$ cat config.mk
export PLATFORM = sky130hd
export DESIGN_NAME = seq_mem_timer
export DESIGN_NICKNAME = d
export VERILOG_FILES = /design/src/rtl/seq_mem_timer.sv
export SDC_FILE = /design/constraint.sdc
export NUM_CORES = 1
export LEC_CHECK = 0
export ABC_AREA = 1
export CAP_MARGIN = 5
export CORE_MARGIN = 1.5
export CORE_UTILIZATION = 44
export DETAILED_ROUTE_END_ITERATION = 10
export GPL_ROUTABILITY_DRIVEN = 0
export GPL_TIMING_DRIVEN = 0
export PLACE_DENSITY = 0.84
export SETUP_SLACK_MARGIN = 0.2
export SYNTH_ARGS = -nofsm -noshare
export SYNTH_HDL_FRONTEND = slang
export SYNTH_SLANG_ARGS = --single-unit
$ cat constraint.sdc
create_clock -name clk -period 2.7 [get_ports clk]
set_clock_uncertainty 0.05 [all_clocks]
set_input_delay 0.405 -clock clk [delete_from_list [all_inputs] [get_ports clk]]
set_output_delay 0.405 -clock clk [all_outputs]
set_load 0.02 [all_outputs]
$ cat src/rtl/seq_mem_timer.sv
// =============================================================================
// Module   : seq_mem_timer
// Purpose  : Up/down address sequencer over a 2^ADDR_W x DATA_W word table,
//            with interval auto-stepping, wrap/saturate ends, direct load and a
//            registered read port. Optional write port: SEQ_MEM_WRITE_EN.
// Revision : 1.0 - initial release
// =============================================================================
`default_nettype none

module seq_mem_timer #(
    parameter int ADDR_W = 4,
    parameter int DATA_W = 8,
    parameter int PERIOD = 16
) (
    input  logic              clk,
    input  logic              reset_n,
    input  logic              count_up_key,
    input  logic              count_down_key,
    input  logic              auto_en,
    input  logic              auto_dir,
    input  logic              wrap_en,
    input  logic              load,
    input  logic [ADDR_W-1:0] load_addr,
    input  logic              wr_en,
    input  logic [ADDR_W-1:0] wr_addr,
    input  logic [DATA_W-1:0] wr_data,
    output logic [ADDR_W-1:0] address,
    output logic [DATA_W-1:0] data_out,
    output logic              data_valid,
    output logic              tick,
    output logic              at_min,
    output logic              at_max,
    output logic              limit_hit
);

    localparam int                    c_DEPTH      = 1 << ADDR_W;
    localparam int                    c_TIMER_W    = (PERIOD > 1) ? $clog2(PERIOD) : 1;
    localparam logic [c_TIMER_W-1:0]  c_TIMER_LAST = c_TIMER_W'(PERIOD - 1);
    localparam logic [ADDR_W-1:0]     c_ADDR_MAX   = '1;

    logic [c_TIMER_W-1:0] r_timer;
    logic                 w_manual;
    logic                 w_expire;
    logic                 w_step;
    logic                 w_step_up;
    logic                 w_blocked;
    logic [ADDR_W-1:0]    w_next_addr;
    logic [DATA_W-1:0]    w_rd_data;

    // Power-on table pattern: word i holds i truncated/extended to DATA_W.
    function automatic logic [DATA_W-1:0] init_word(input logic [ADDR_W-1:0] a);
        logic [DATA_W-1:0] v;
        v = '0;
        for (int i = 0; i < DATA_W && i < ADDR_W; i++) begin
            v[i] = a[i];
        end
        return v;
    endfunction

    assign at_min = (address == '0);
    assign at_max = (address == c_ADDR_MAX);

    assign w_manual    = count_up_key ^ count_down_key;
    assign w_expire    = auto_en && (r_timer == c_TIMER_LAST);
    // The registered tick drives the auto step one edge after it is seen.
    assign w_step      = !load && (w_manual || tick);
    assign w_step_up   = w_manual ? count_up_key : auto_dir;
    assign w_blocked   = w_step && !wrap_en && (w_step_up ? at_max : at_min);
    assign w_next_addr = w_step_up ? (address + ADDR_W'(1)) : (address - ADDR_W'(1));

`ifdef SEQ_MEM_WRITE_EN
    logic [DATA_W-1:0]  r_mem [c_DEPTH];
    logic [c_DEPTH-1:0] r_written;

    always_ff @(posedge clk) begin
        if (wr_en) begin
            r_mem[wr_addr] <= wr_data;
        end
    end

    // Tracks which words override the power-on pattern; only this map is reset.
    always_ff @(posedge clk or negedge reset_n) begin
        if (!reset_n) begin
            r_written <= '0;
        end else if (wr_en) begin
            r_written[wr_addr] <= 1'b1;
        end
    end

    assign w_rd_data = r_written[address] ? r_mem[address] : init_word(address);
`else
    logic unused_wr_ports;
    assign unused_wr_ports = ^{wr_en, wr_addr, wr_data};
    assign w_rd_data       = init_word(address);
`endif

    always_ff @(posedge clk or negedge reset_n) begin
        if (!reset_n) begin
            r_timer    <= '0;
            tick       <= 1'b0;
            limit_hit  <= 1'b0;
            data_valid <= 1'b0;
            data_out   <= '0;
            address    <= '0;
        end else begin
            if (!auto_en || load || w_manual || w_expire) begin
                r_timer <= '0;
            end else begin
                r_timer <= r_timer + c_TIMER_W'(1);
            end
            tick       <= w_expire && !load && !w_manual;
            limit_hit  <= w_blocked;
            data_valid <= 1'b1;
            data_out   <= w_rd_data;
            if (load) begin
                address <= load_addr;
            end else if (w_step && !w_blocked) begin
                address <= w_next_addr;
            end
        end
    end

endmodule

`default_nettype wire

==> flow_metrics.tcl, run 1 <==
set metrics [dict create \
    status "finished clean" \
    synth-edff-count 0 \
    setup_viol 0 \
    critPathCaptureType "output port" \
    num_vias 841 \
    synth-adder-area-share_pct 2.65 \
    via_per_inst 4.78 \
    synth_ff_type "dfrtp_1" \
    wire_per_inst_um 10.9 \
    rsz0062_at_grt "false" \
    fin_tns_setup_ns 0 \
    drive_gt1_share_pct 16.8 \
    drv_slew 0 \
    grt_usage_pct 18.7 \
    final_cells 176 \
    fp-row-count 16 \
    min_period_over_period_pct 82.1 \
    yosys-top-cells-area "dfrtp_1, nand2_1, nand2_4" \
    clockBufferDepth 2 \
    hp-class "reg2reg" \
    vdd_drop_max_uv 253 \
    worst_slew_pin_slew_ns 0.629 \
    core_area_mm2 0.00198 \
    diodes 0 \
    rr_startpoint "address[1]" \
    drv_cap 0 \
    m1WireLength_um 776 \
    synth_most_common_cell "nand2_1" \
    crit_buf_inv 2 \
    synth.avg_cell_area_um2 7.99 \
    synthesis.area_um2 943 \
    synthTopCellsByCount "nand2_1, dfrtp_1, nand3_1, inv_1, nor2_1" \
    grt_pass1_vias 852 \
    drt_iter0_drc 16 \
    ys_types 23 \
    grt_pass1_wl_um 3570 \
    power.density_mw_per_mm2 506 \
    ant_nets 0 \
    syn_to_final_growth_pct 33.0 \
    start_util_pct 47.6 \
    syn_inst 118 \
    cts_resized 0 \
    cts.clk_slew.worst_paths_ns 0.08 \
    synth_top_area_share_pct 39.8 \
    synth_warnings 0 \
    p_leak_nw 0.674 \
    dr_wl_met2_um 1030 \
    final_nets 177 \
    crit_slowest_cell "clkdlybuf4s50_1" \
    cp-startpoint "address[1]" \
    dp.cells 172 \
    grt_max_degree 16 \
    numCtsBuffers 3 \
    worstSetupStartpointType "flop" \
    crit_chain "nor2_1, nand3_1, inv_1, clkdlybuf4s50_1" \
    synth_compound_area_share_pct 2.12 \
    wirelength_um 1910 \
    tritoncts "built" \
    critical_path_class "reg2out" \
    clk-insertion-delay-late_ns 0.27 \
    yosys.area_share.simple_pct 41.0 \
    dp_hpwl_um 1510 \
    die_width_um 49.3 \
    synth.area.mux_share_pct 0 \
    die_h_um 49.3 \
    root_buffer "clkbuf_4" \
    io_pins 42 \
    timing_hold_violations_final 0 \
    async_flop_share_pct 100 \
    die_area_mm2 0.00243 \
    ys_seq_area_share_pct 39.8 \
    port-buffer-count 24 \
    cp_top_family "buffers and inverters" \
    grt_remaining_overflow 0 \
    top_layer "met4" \
    ys_ff_latch 15 \
    path_max_fanout 7 \
    grt_antenna_before_repair 0 \
    max_freq_mhz 451 \
    synth_top_family_by_area "simple AND/OR/NAND/NOR gates" \
    min_period_ns 2.22 \
    route.met3.wl_um 93 \
    synth_xor_area_share_pct 1.86 \
    synth.largest_area_cell "dfrtp_1" \
    max_stage_delay_ns 0.60 \
    slew_headroom_pct 57.9 \
    utilization_pct 63.3 \
    htree_levels 1 \
    drc 0 \
    firstDrtPassIters 4 \
    worstPathArrival_ns 1.76 \
    hold_buffers 0 \
    crit_required_ns 2.25 \
    hp-start "r_timer[0]" \
    cts_sinks 15 \
    cts_setup_buffers 0 \
]
cell families after synthesis:
| kind of cell | count (synthesis) |
|---|---|
| compound gates | 4 |
| xor+xnor | 2 |
| fa+ha+maj | 2 |
| buf+inv | 22 |
| flops | 15 |
| other cells | 2 |
| simple gates | 71 |
where the power goes:
part           switching [mW]  total [mW]  internal, mW  leakage, nW
Combinational           0.133       0.239         0.106        0.467
Sequential             0.0263       0.274         0.248        0.192
Clock                  0.0640       0.121        0.0572       0.0150
Total                   0.223       0.634         0.411        0.674
cells in the final DEF (no fill, tap or decap), types with 2 or more instances in the layout:
cell and count:
a21oi_1 2, nor2_2 2, clkbuf_4 3, buf_4 4
inv_1 14, clkdlybuf4s50_1 24, nor2_1 8, nand2_1 33
nand2_4 7, nand3_1 15, conb_1 5, inv_2 3
dfrtp_1 15, ha_1 2
state kept, by name, summed over array words and instances (netlist names):
signal,cells
address,4
data_out,4
data_valid,1
limit_hit,1
r_timer,4
tick,1
path summary, 6_finish.rpt:
kind,endpoint,slack (ns),cells after the start
max,at_min,0.48,4
min,r_timer[0],0.42,1
max reg2reg,address[2],1.22,11
min reg2reg,r_timer[0],0.42,1
max in group asynchronous,data_valid,1.73,1
min in group asynchronous,data_out[0],0.47,1
metrics by stage:
step	total power, mW	cell area [µm²]	hold slack [ns]	setup slack (ns)
finish	0.634	1250	0.418	0.483
global route	0.681	1250	0.449	0.384
CTS	0.637	1250	0.421	0.488
detailed placement	0.516	1230	0.410	0.475
global placement	0.508	1230	0.396	0.533
floorplan	0.419	955	0.0594	1.20
final cells by class:
cell class,instances,area (µm²)
Fill cell,166,727
Multi-Input combinational cell,84,468
Sequential cell,15,375
Timing Repair Buffer,24,240
Inverter,18,81.3
Tap cell,27,33.8
Buffer,4,30.0
Clock buffer,4,26.3
layer usage:
metal  GRT usage [%]  vias to the layer above
met5               0                        -
li1                -                      419
met1            21.1                      391
met4            7.14                        0
met3            1.84                        2
met2            35.6                       29
worst register-to-register path: stages, from the launching register on:
cell and delay, ns:
dfrtp_1 0.47, inv_1 0.11, nand3_1 0.08, nand2_1 0.07
inv_1 0.04, ha_1 0.18, inv_1 0.06, nand2_1 0.05
nand2_1 0.06, nand3_1 0.09, nand3_1 0.09, nand2_1 0.05
No activity file was read; power rests on OpenSTA's default activity.
==> run 2, diff against run 1 <==
CORE_UTILIZATION = 41   (was 44)
PLACE_DENSITY = 0.79   (was 0.84)
clock period = 2.25 ns   (was 2.7 ns; I/O delays follow)
==> run 2 against run 1 <==
  * First-iteration DRC count shrank 31%
  * Critical path depth grew 1
  * Setup slack lost 0.19 ns
  * Die area rose by 6.9%
  * Utilization is 5.6 points lower
  * Register-to-register slack got worse by 0.42 ns
  * Sequential share of layout area grew 0.19 points
  * Via count shrank 5.4%
  * Non-clock buffer count unchanged
  * Clock power grew 20%
==> flow_metrics.tcl, run 2 (synthesized netlist as in run 1, its figures left out) <==
set metrics [dict create \
    status "finished clean" \
    timing_hold_violations_final 0 \
    cts_sinks 15 \
    dp_hpwl_um 1530 \
    grt_max_degree 16 \
    die_width_um 51.0 \
    max_freq_mhz 510 \
    p_leak_nw 0.685 \
    wirelength_um 1860 \
    worst_slew_pin_slew_ns 0.635 \
    cts.clk_slew.worst_paths_ns 0.08 \
    drt_iter0_drc 11 \
    grt_remaining_overflow 0 \
    min_period_over_period_pct 87.2 \
    drive_gt1_share_pct 20.1 \
    r2r_slack_ns 0.80 \
    htree_levels 1 \
    cts_resized 1 \
    rsz0062_at_grt "true" \
    power.density_mw_per_mm2 603 \
    grt_pass1_wl_um 3070 \
    tritoncts "built" \
    wire_per_inst_um 10.5 \
    top_regs "address x4, data_out x4, r_timer x4" \
    final_common_cell "nand2_1" \
    finalPower_mw 0.762 \
    drv_slew 0 \
    die_h_um 51.0 \
    grt_pass1_vias 734 \
    worstSetupStartpointType "flop" \
    rr_startpoint "address[1]" \
    grt_antenna_before_repair 0 \
    final_nets 177 \
    die_area_mm2 0.00260 \
    drv_cap 0 \
    root_buffer "clkbuf_4" \
    grt_usage_pct 15.8 \
    final_cell_mix "nand2_1, clkdlybuf4s50_1, nand3_1" \
    path_max_fanout 7 \
    cp-startpoint "address[0]" \
    fin_tns_setup_ns 0 \
    vdd_drop_max_uv 470 \
    n_fill_cell 204 \
    fp-row-count 17 \
    numCtsBuffers 3 \
    hp-class "in2async" \
    diodes 0 \
    clk-insertion-delay-late_ns 0.28 \
    critical_path_class "reg2out" \
    cts_setup_buffers 0 \
    port-buffer-count 24 \
    ant_nets 0 \
    layout_setup_ws_ns 0.289 \
    slew_headroom_pct 57.6 \
    dp_slack_ns 0.0698 \
    clockBufferDepth 2 \
    reg2reg_depth 11 \
    hold_buffers 0 \
    crit_required_ns 1.86 \
    via_per_inst 4.50 \
    worstReg2RegEnd "address[2]" \
    start_util_pct 43.1 \
    num_vias 796 \
    core_area_mm2 0.00219 \
    critPathCaptureType "output port" \
    firstDrtPassIters 4 \
    drc 0 \
    min_period_ns 1.96 \
    io_pins 42 \
    syn_to_final_growth_pct 34.0 \
    worstPathArrival_ns 1.57 \
    endpoint "at_max" \
    setup_viol 0 \
]
[run 2: cell types whose count changed in the layout (fill, tap and decap cells not counted)]
cell             previous run  this run
dfrtp_1                    15        11
clkinv_2                    0         1
dlygate4sd2_1               0         1
dlymetal6s2s_1              0         1
clkbuf_1                    1         0
dfrtp_2                     0         4
clkdlybuf4s50_1            24        22
[run 2: area by class of cell]
| class | instances | area (µm²) | area share [%] |
|---|---|---|---|
| buffer | 4 | 30.0 | 2.38 |
| clock buffer | 3 | 22.5 | 1.78 |
| clock inverter | 1 | 5.00 | 0.396 |
| inverter | 18 | 81.3 | 6.44 |
| multi-input combinational | 84 | 468 | 37.0 |
| sequential | 15 | 380 | 30.1 |
| tap | 28 | 35.0 | 2.77 |
| timing repair buffer | 24 | 241 | 19.1 |
[run 2: metal layers]
metal	track usage (%)	part of all wire, %	vias to the layer above	wire length, µm
li1	-	-	415	-
met1	18.4	43	358	796
met2	29.0	52	21	972
met3	3.51	4.1	2	76
met4	4.05	0.65	0	12
met5	0	0	-	0
[run 2: how the worst min path moves through the flow]
stage / startpoint / endpoint / slack (ns) / depth (start not counted)
floorplan: reset_n / address[0] / -0.008 / 0
global placement: r_timer[0] / r_timer[0] / 0.40 / 1
detailed placement: r_timer[0] / r_timer[0] / 0.41 / 1
CTS: reset_n / r_timer[3] / 0.41 / 1
global route: reset_n / r_timer[2] / 0.44 / 1
finish: reset_n / r_timer[3] / 0.40 / 1
[run 2: worst max-delay path: stages, from the launching register on]
cell and delay (ns):
dfrtp_2 0.44, nand2_1 0.09, inv_1 0.06, nand2_1 0.07
inv_1 0.06, clkdlybuf4s50_1 0.59
[run 2: stage by stage]
stage | hold slack [ns] | utilization [%] | area (µm²) | cells
global route | 0.438 | 57.7 | 1260 | 177
global placement | 0.399 | 56.1 | 1230 | 173
CTS | 0.411 | 57.3 | 1260 | 177
finish | 0.396 | 57.7 | 1260 | 177
detailed placement | 0.407 | 56.1 | 1230 | 173
floorplan | -0.00809 | - | 955 | 121
[run 2: report_power, final]
part,switching [mW],total (mW),internal (mW)
Clock,0.0793,0.145,0.0659
Sequential,0.0305,0.330,0.300
Combinational,0.161,0.287,0.126
==> run 3, diff against run 2 <==
CORE_MARGIN = 2   (was 1.5)
==> run 3 against run 2 <==
  * Sequential cell count unchanged
  * Critical path type unchanged
  * Sequential share of layout area increased by 0.060 points
  * Critical endpoint unchanged
  * Hold slack improved by 0.0023 ns
  * Routed wire length decreased by 2.7%
  * Register-to-register slack improved by 0.02 ns
  * Combinational power about the same
  * Largest cell class unchanged
  * Largest power group unchanged
==> flow_metrics.tcl, run 3 (synthesized netlist as in run 1, its figures left out) <==
set metrics [dict create \
    final_nets 177 \
    max_stage_delay_ns 0.60 \
    r2r_slack_ns 0.82 \
    io_pins 42 \
    min_period_ns 1.97 \
    rr_startpoint "address[1]" \
    wirelength_um 1810 \
    worst_slew_pin_slew_ns 0.631 \
    min_period_over_period_pct 87.6 \
    grt_pass1_vias 752 \
    drv_cap 0 \
    timing_hold_violations_final 0 \
    cts_sinks 15 \
    diodes 0 \
    power.density_mw_per_mm2 601 \
    hp-class "in2async" \
    crit_slowest_cell "clkdlybuf4s50_1" \
    grt_usage_pct 15.3 \
    grt_max_degree 16 \
    drc 0 \
    reg2reg_depth 11 \
    crit_required_ns 1.86 \
    critPathCaptureType "output port" \
    start_util_pct 43.1 \
    clk-insertion-delay-late_ns 0.27 \
    worstPathArrival_ns 1.58 \
    whs_ns 0.399 \
    drt_iter0_drc 27 \
    numCtsBuffers 3 \
    grt_remaining_overflow 0 \
    die_h_um 52.0 \
    fin_tns_setup_ns 0 \
    rsz0062_at_grt "false" \
    grt_antenna_before_repair 0 \
    critical_path_class "reg2out" \
    tritoncts "built" \
    max_freq_mhz 507 \
    top_regs "address x4, data_out x4, r_timer x4" \
    syn_to_final_growth_pct 33.7 \
    num_vias 817 \
    final_common_cell "nand2_1" \
    ant_nets 0 \
    core_area_mm2 0.00219 \
    htree_levels 1 \
    setup_viol 0 \
    drv_slew 0 \
    drive_gt1_share_pct 20.1 \
    worstReg2RegEnd "address[2]" \
    via_per_inst 4.62 \
    die_width_um 52.0 \
    wire_per_inst_um 10.2 \
    clockBufferDepth 2 \
    port-buffer-count 24 \
    dp_hpwl_um 1460 \
    root_buffer "clkbuf_4" \
    slew_headroom_pct 57.8 \
    p_leak_nw 0.676 \
    cts_setup_buffers 0 \
    worstSetupStartpointType "flop" \
    crit_chain "nand2_1, inv_1, nand2_1, inv_1, clkdlybuf4s50_1" \
    crit_buf_inv 3 \
    final_cell_mix "nand2_1, clkdlybuf4s50_1, nand3_1" \
    fp-row-count 17 \
    cp_top_family "buffers and inverters" \
    vdd_drop_max_uv 474 \
    path_max_fanout 7 \
    hold_buffers 0 \
    grt_pass1_wl_um 3040 \
    firstDrtPassIters 4 \
    cts.clk_slew.worst_paths_ns 0.08 \
    status "finished clean" \
    die_area_mm2 0.00270 \
]
==> run 3: through the flow <==
| stage | std cells | area [µm²] | total power, mW | setup slack [ns] | util, % |
|---|---|---|---|---|---|
| 2_1_floorplan | 121 | 955 | 0.503 | 0.813 | - |
| 3_3_place_gp | 173 | 1230 | 0.611 | 0.149 | 56.1 |
| 3_5_place_dp | 173 | 1230 | 0.620 | 0.0975 | 56.1 |
| 4_1_cts | 177 | 1260 | 0.764 | 0.225 | 57.4 |
| 5_1_grt | 177 | 1260 | 0.811 | 0.210 | 57.6 |
| 6_report | 177 | 1260 | 0.758 | 0.278 | 57.6 |
==> run 3: worst max path at each step <==
stage	endpoint	cells past startpoint	slack, ns	start
2_1_floorplan	address[2]	14	0.81	count_down_key
3_3_place_gp	address[2]	15	0.15	count_down_key
3_5_place_dp	address[2]	15	0.1	count_down_key
4_1_cts	at_max	5	0.23	address[1]
5_1_grt	at_max	5	0.21	address[3]
6_report	at_max	5	0.28	address[0]
==> run 3: worst reg2reg max path: cells and delay by family, from the launching register on <==
| kind | cells | cell delay (ns) |
|---|---|---|
| simple gates | 7 | 0.46 |
| flops | 1 | 0.45 |
| buf+inv | 3 | 0.19 |
| fa+ha+maj | 1 | 0.18 |
==> run 3: power breakdown <==
| group | switching [mW] | total, mW | internal, mW |
|---|---|---|---|
| sequential | 0.0294 | 0.329 | 0.300 |
| combinational | 0.159 | 0.285 | 0.126 |
| clock | 0.0779 | 0.144 | 0.0658 |
| total | 0.266 | 0.758 | 0.491 |
==> run 3: repair_timing <==
item,CTS,global route
pin swaps,0,0
endpoints found under the setup margin,2,1
gates resized for setup,2,3
endpoints found under the hold margin,0,0
==> run 3: final cells by class <==
cell class	instances	area, µm²
multi-input cells	84	468
clock buffers	3	22.5
flip-flops and latches	15	380
clock inverters	1	5.00
fillers	202	930
well taps	28	35.0
repair buffers	24	239
inverters	18	81.3
plain buffers	4	30.0
==> run 3: routing by layer <==
| layer | track usage [%] | routed length [µm] |
|---|---|---|
| met3 | 3.45 | 137 |
| met2 | 27.6 | 903 |
| met4 | 5.26 | 19 |
| met5 | 0 | 0 |
| met1 | 17.6 | 747 |
==> variant 1: new RTL, config.mk and constraints of run 2 <==
Build with the macro `SEQ_MEM_WRITE_EN` defined.
--- a/src/rtl/seq_mem_timer.sv
+++ b/src/rtl/seq_mem_timer.sv
@@ -7,4 +7,6 @@
 // =============================================================================
 `default_nettype none
+
+`define SEQ_MEM_WRITE_EN
 
 module seq_mem_timer #(
Check against the original RTL: not equivalent (Yosys sat finds a counterexample within 4 cycles, from zero or initial values and one cycle with reset_n low).
==> variant 1 against run 2 <==
- sequential cell count grew 148
- wire length grew to 9.2 times the old value
- worst setup slack got worse by 0.054 ns
- total power rose to 10 times the old value
- cell area rose to 6.4 times the old value
- highest routed layer unchanged
- sequential share of layout area up 28 points
- utilization decreased by 7.1 points
- sequential power rose to 10 times the old value
- synthesized area grew to 7.2 times the old value
- die area rose to 6.6 times the old value
==> variant 1: results <==
# TYPE chip_impl_metric gauge
chip_impl_metric{name="clkTransAtPathRegs",unit="ns"} 0.06
chip_impl_metric{name="met3_routed_wirelength",unit="µm"} 1680
chip_impl_metric{name="layout-drive-gt1-share",unit=""} 0.134
chip_impl_info{name="worstHoldPathType",value="flop to flop"} 1
chip_impl_metric{name="clock_tree.htree_level_count",unit=""} 4
chip_impl_info{name="ctsRootBufferMaster",value="clkbuf_16"} 1
chip_impl_metric{name="tightest_slew",unit="ns"} 1.11
chip_impl_metric{name="nonClockBufferCount",unit=""} 74
chip_impl_metric{name="globalRouteTotalUtil",unit=""} 0.203
chip_impl_metric{name="pwr-share-seq",unit=""} 0.440
chip_impl_metric{name="cts_inserted_buffers",unit=""} 17
chip_impl_metric{name="grt_first_pass_wirelength",unit="µm"} 25900
chip_impl_metric{name="fin_hold_ws",unit="ns"} 0.408
chip_impl_metric{name="num-nonclk-inverters",unit=""} 32
chip_impl_metric{name="synth-edff-count",unit=""} 128
chip_impl_info{name="result_of_the_run",value="finished, final reports clean"} 1
chip_impl_metric{name="worst_ep_arrival_time",unit="ns"} 2.02
chip_impl_metric{name="numPlacedInstances",unit=""} 849
chip_impl_info{name="largest_regs",value="r_mem x128, r_written x16, data_out x8"} 1
chip_impl_info{name="synthTopCellsByCount",value="edfxtp_1, nor2_1, nand2_1, o21ai_0, dfrtp_1"} 1
chip_impl_metric{name="port-buffer-count",unit=""} 41
chip_impl_metric{name="power.total",unit="mW"} 7.86
chip_impl_metric{name="clk_share",unit=""} 0.0730
chip_impl_metric{name="drt_met1_wl",unit="µm"} 7020
chip_impl_metric{name="p_clk_frac",unit=""} 0.371
variant 1: cell types whose count changed after synthesis, moves of 10 or more:
| cell | run 2 | this run |
|---|---|---|
| dfrtp_1 | 15 | 35 |
| edfxtp_1 | 0 | 128 |
| nor2_1 | 8 | 109 |
| o21ai_0 | 1 | 65 |
| inv_1 | 14 | 26 |
| nand2_1 | 33 | 93 |
| o22ai_1 | 0 | 22 |
| o21ai_1 | 1 | 20 |
| buf_2 | 0 | 10 |
variant 1: cell families after synthesis:
logic type,synth area share
AOI/OAI and AO/OA,0.0972
xor gates and xnor gates,0.00519
adders and majority gates,0.00370
buffers and inverters,0.0439
DFF,0.699
other,0.000555
and+or+nand+nor,0.151
variant 1: worst paths after layout:
path,start,to,depth (start not counted)
max in group asynchronous,reset_n,data_out[1],2
max reg2reg,address[0],data_out[5],8
max,wr_addr[2],r_mem[7][7],5
min in group asynchronous,reset_n,data_valid,2
min,r_written[9],r_written[9],2
min reg2reg,r_written[9],r_written[9],2
==> variant 2: new RTL, config.mk and constraints of run 2 <==
Made on the original files. Add an input register stage for `count_up_key`; this delays it by one clock. The other inputs are not delayed to match.
--- a/src/rtl/seq_mem_timer.sv
+++ b/src/rtl/seq_mem_timer.sv
@@ -39,4 +39,10 @@
     localparam logic [ADDR_W-1:0]     c_ADDR_MAX   = '1;
 
+    logic count_up_key_q;
+
+    always_ff @(posedge clk) begin
+        count_up_key_q <= count_up_key;
+    end
+
     logic [c_TIMER_W-1:0] r_timer;
     logic                 w_manual;
@@ -61,9 +67,9 @@
     assign at_max = (address == c_ADDR_MAX);
 
-    assign w_manual    = count_up_key ^ count_down_key;
+    assign w_manual    = count_up_key_q ^ count_down_key;
     assign w_expire    = auto_en && (r_timer == c_TIMER_LAST);
     // The registered tick drives the auto step one edge after it is seen.
     assign w_step      = !load && (w_manual || tick);
-    assign w_step_up   = w_manual ? count_up_key : auto_dir;
+    assign w_step_up   = w_manual ? count_up_key_q : auto_dir;
     assign w_blocked   = w_step && !wrap_en && (w_step_up ? at_max : at_min);
     assign w_next_addr = w_step_up ? (address + ADDR_W'(1)) : (address - ADDR_W'(1));
Function: changed (a bounded check fails within 4 cycles, from zero or initial values and one cycle with reset_n low).
==> variant 2 against run 2 <==
- total power up 6.0%
- synthesized area up 2.1%
- fmax up 6.6%
- sequential cell count up 1
- critical endpoint is now at_min
- cell area up 2.3%
- worst setup slack better by 0.12 ns
- global-route usage up 0.39 points
- wire length down 5.6%
==> variant 2: results <==
# TYPE chip_impl_metric gauge
chip_impl_metric{name="netlist-cell-type-count",unit=""} 24
chip_impl_metric{name="ir_drop",unit="V"} 0.000592
chip_impl_info{name="synthTopCellsByArea",value="dfrtp_1, nand2_1, nand2_4"} 1
chip_impl_metric{name="synth.avg_cell_area",unit="µm²"} 8.10
chip_impl_metric{name="layout-drive-gt1-share",unit=""} 0.200
chip_impl_metric{name="numPlacedInstances",unit=""} 174
chip_impl_metric{name="power_leakage",unit="nW"} 0.706
chip_impl_metric{name="diodes",unit=""} 0
chip_impl_metric{name="grt_first_pass_wirelength",unit="µm"} 3220
chip_impl_metric{name="ys_async_sr_fraction",unit=""} 0.938
chip_impl_metric{name="worst_ep_arrival_time",unit="ns"} 1.45
chip_impl_metric{name="slew_headroom",unit=""} 0.590
chip_impl_metric{name="slew_viol_final",unit=""} 0
chip_impl_metric{name="worst_r2r_path_depth",unit=""} 13
chip_impl_metric{name="hpwlAfterDp",unit="µm"} 1380
chip_impl_info{name="largest_regs",value="address x4, data_out x4, r_timer x4"} 1
chip_impl_metric{name="via_count",unit=""} 794
chip_impl_metric{name="clock_insertion_delay_worst_skew",unit="ns"} 0.28
chip_impl_metric{name="placement.cell_area",unit="mm²"} 0.00125
chip_impl_metric{name="post_drt_wl_per_cell",unit="µm"} 9.85
chip_impl_metric{name="port-buffer-count",unit=""} 24
chip_impl_metric{name="first_global_vias",unit=""} 782
chip_impl_metric{name="finalNonFillerCells",unit=""} 178
chip_impl_metric{name="synth-seq-area-share",unit=""} 0.410
chip_impl_info{name="yosys_most_used_dff",value="dfrtp_1"} 1
chip_impl_info{name="worstHoldPathType",value="input pin to async pin"} 1
chip_impl_metric{name="first_iteration_detailed_routing_drc_count",unit=""} 11
chip_impl_metric{name="critPathMaxFanout",unit=""} 7
chip_impl_info{name="result_of_the_run",value="finished, final reports clean"} 1
chip_impl_metric{name="clkTransAtPathRegs",unit="ns"} 0.08
chip_impl_metric{name="number_of_warnings_issued_by_yosys",unit=""} 0
chip_impl_metric{name="drt_pass1_iterations",unit=""} 4
chip_impl_metric{name="antenna_found_initial",unit=""} 0
chip_impl_metric{name="globalRouteTotalUtil",unit=""} 0.162
==> variant 2: cell types whose count changed after synthesis <==
cell,delta
dfxtp_1,+1
==> variant 2: where the power goes <==
| group | internal (mW) | switching (mW) |
|---|---|---|
| Sequential | 0.318 | 0.0317 |
| Clock | 0.0984 | 0.0799 |
| Combinational | 0.126 | 0.154 |
==> variant 2: cell type report <==
| class | instances | area, µm² |
|---|---|---|
| plain buffers | 4 | 30.0 |
| clock buffers | 4 | 36.3 |
| fillers | 206 | 920 |
| inverters | 18 | 81.3 |
| multi-input cells | 84 | 468 |
| flip-flops and latches | 16 | 400 |
| well taps | 28 | 35.0 |
| repair buffers | 24 | 241 |
==> variant 2: metal layers <==
metal,GRT usage,vias to the layer above,share of wire
li1,-,421,-
met1,0.194,350,0.44
met2,0.284,21,0.50
met3,0.0468,2,0.055
met4,0.0395,0,0.0068
met5,0,-,0
==> variant 2: final timing paths <==
kind / to / slack [ns] / startpoint
min reg2reg: r_timer[0] / 0.42 / r_timer[0]
max reg2reg: address[2] / 0.71 / count_up_key_q
min: data_valid / 0.39 / reset_n
max in group asynchronous: address[3] / 1.33 / reset_n
min in group clk: r_timer[0] / 0.42 / r_timer[0]
max: at_min / 0.41 / address[1]
==> variant 2: cells by family (layout without fill, tap and decap cells) <==
kind of cell | count (synthesis) | count (layout) | share of synthesized area
buffers and inverters | 22 | 50 | 0.116
XOR/XNOR | 2 | 2 | 0.0182
flip-flops | 16 | 16 | 0.410
adder cells (fa/ha/maj) | 2 | 2 | 0.0260
AND/OR/NAND/NOR | 71 | 71 | 0.401
AO/OA/AOI/OAI | 4 | 4 | 0.0208
other | 2 | 5 | 0.00780
==> variant 2: critical path, cell delays in order (launching register included) <==
cell	delay [ns]
dfrtp_2	0.46
nor2_1	0.16
nand3_1	0.15
inv_1	0.07
dlygate4sd2_1	0.32
==> variant 2: timing repair <==
item | in CTS | in global routing
pin swaps | 0 | 0
setup buffers | 0 | 0
hold buffers | 0 | 0
setup endpoints to repair | 2 | 1
gates resized for setup | 3 | 3
==> variant 2: stage by stage <==
stage                     worst slack [ns]  power [mW]
final                                0.410       0.808
after global routing                 0.256       0.876
after CTS                            0.234       0.818
after detailed placement             0.112       0.636
after global placement               0.150       0.631
after floorplan                      0.813       0.522
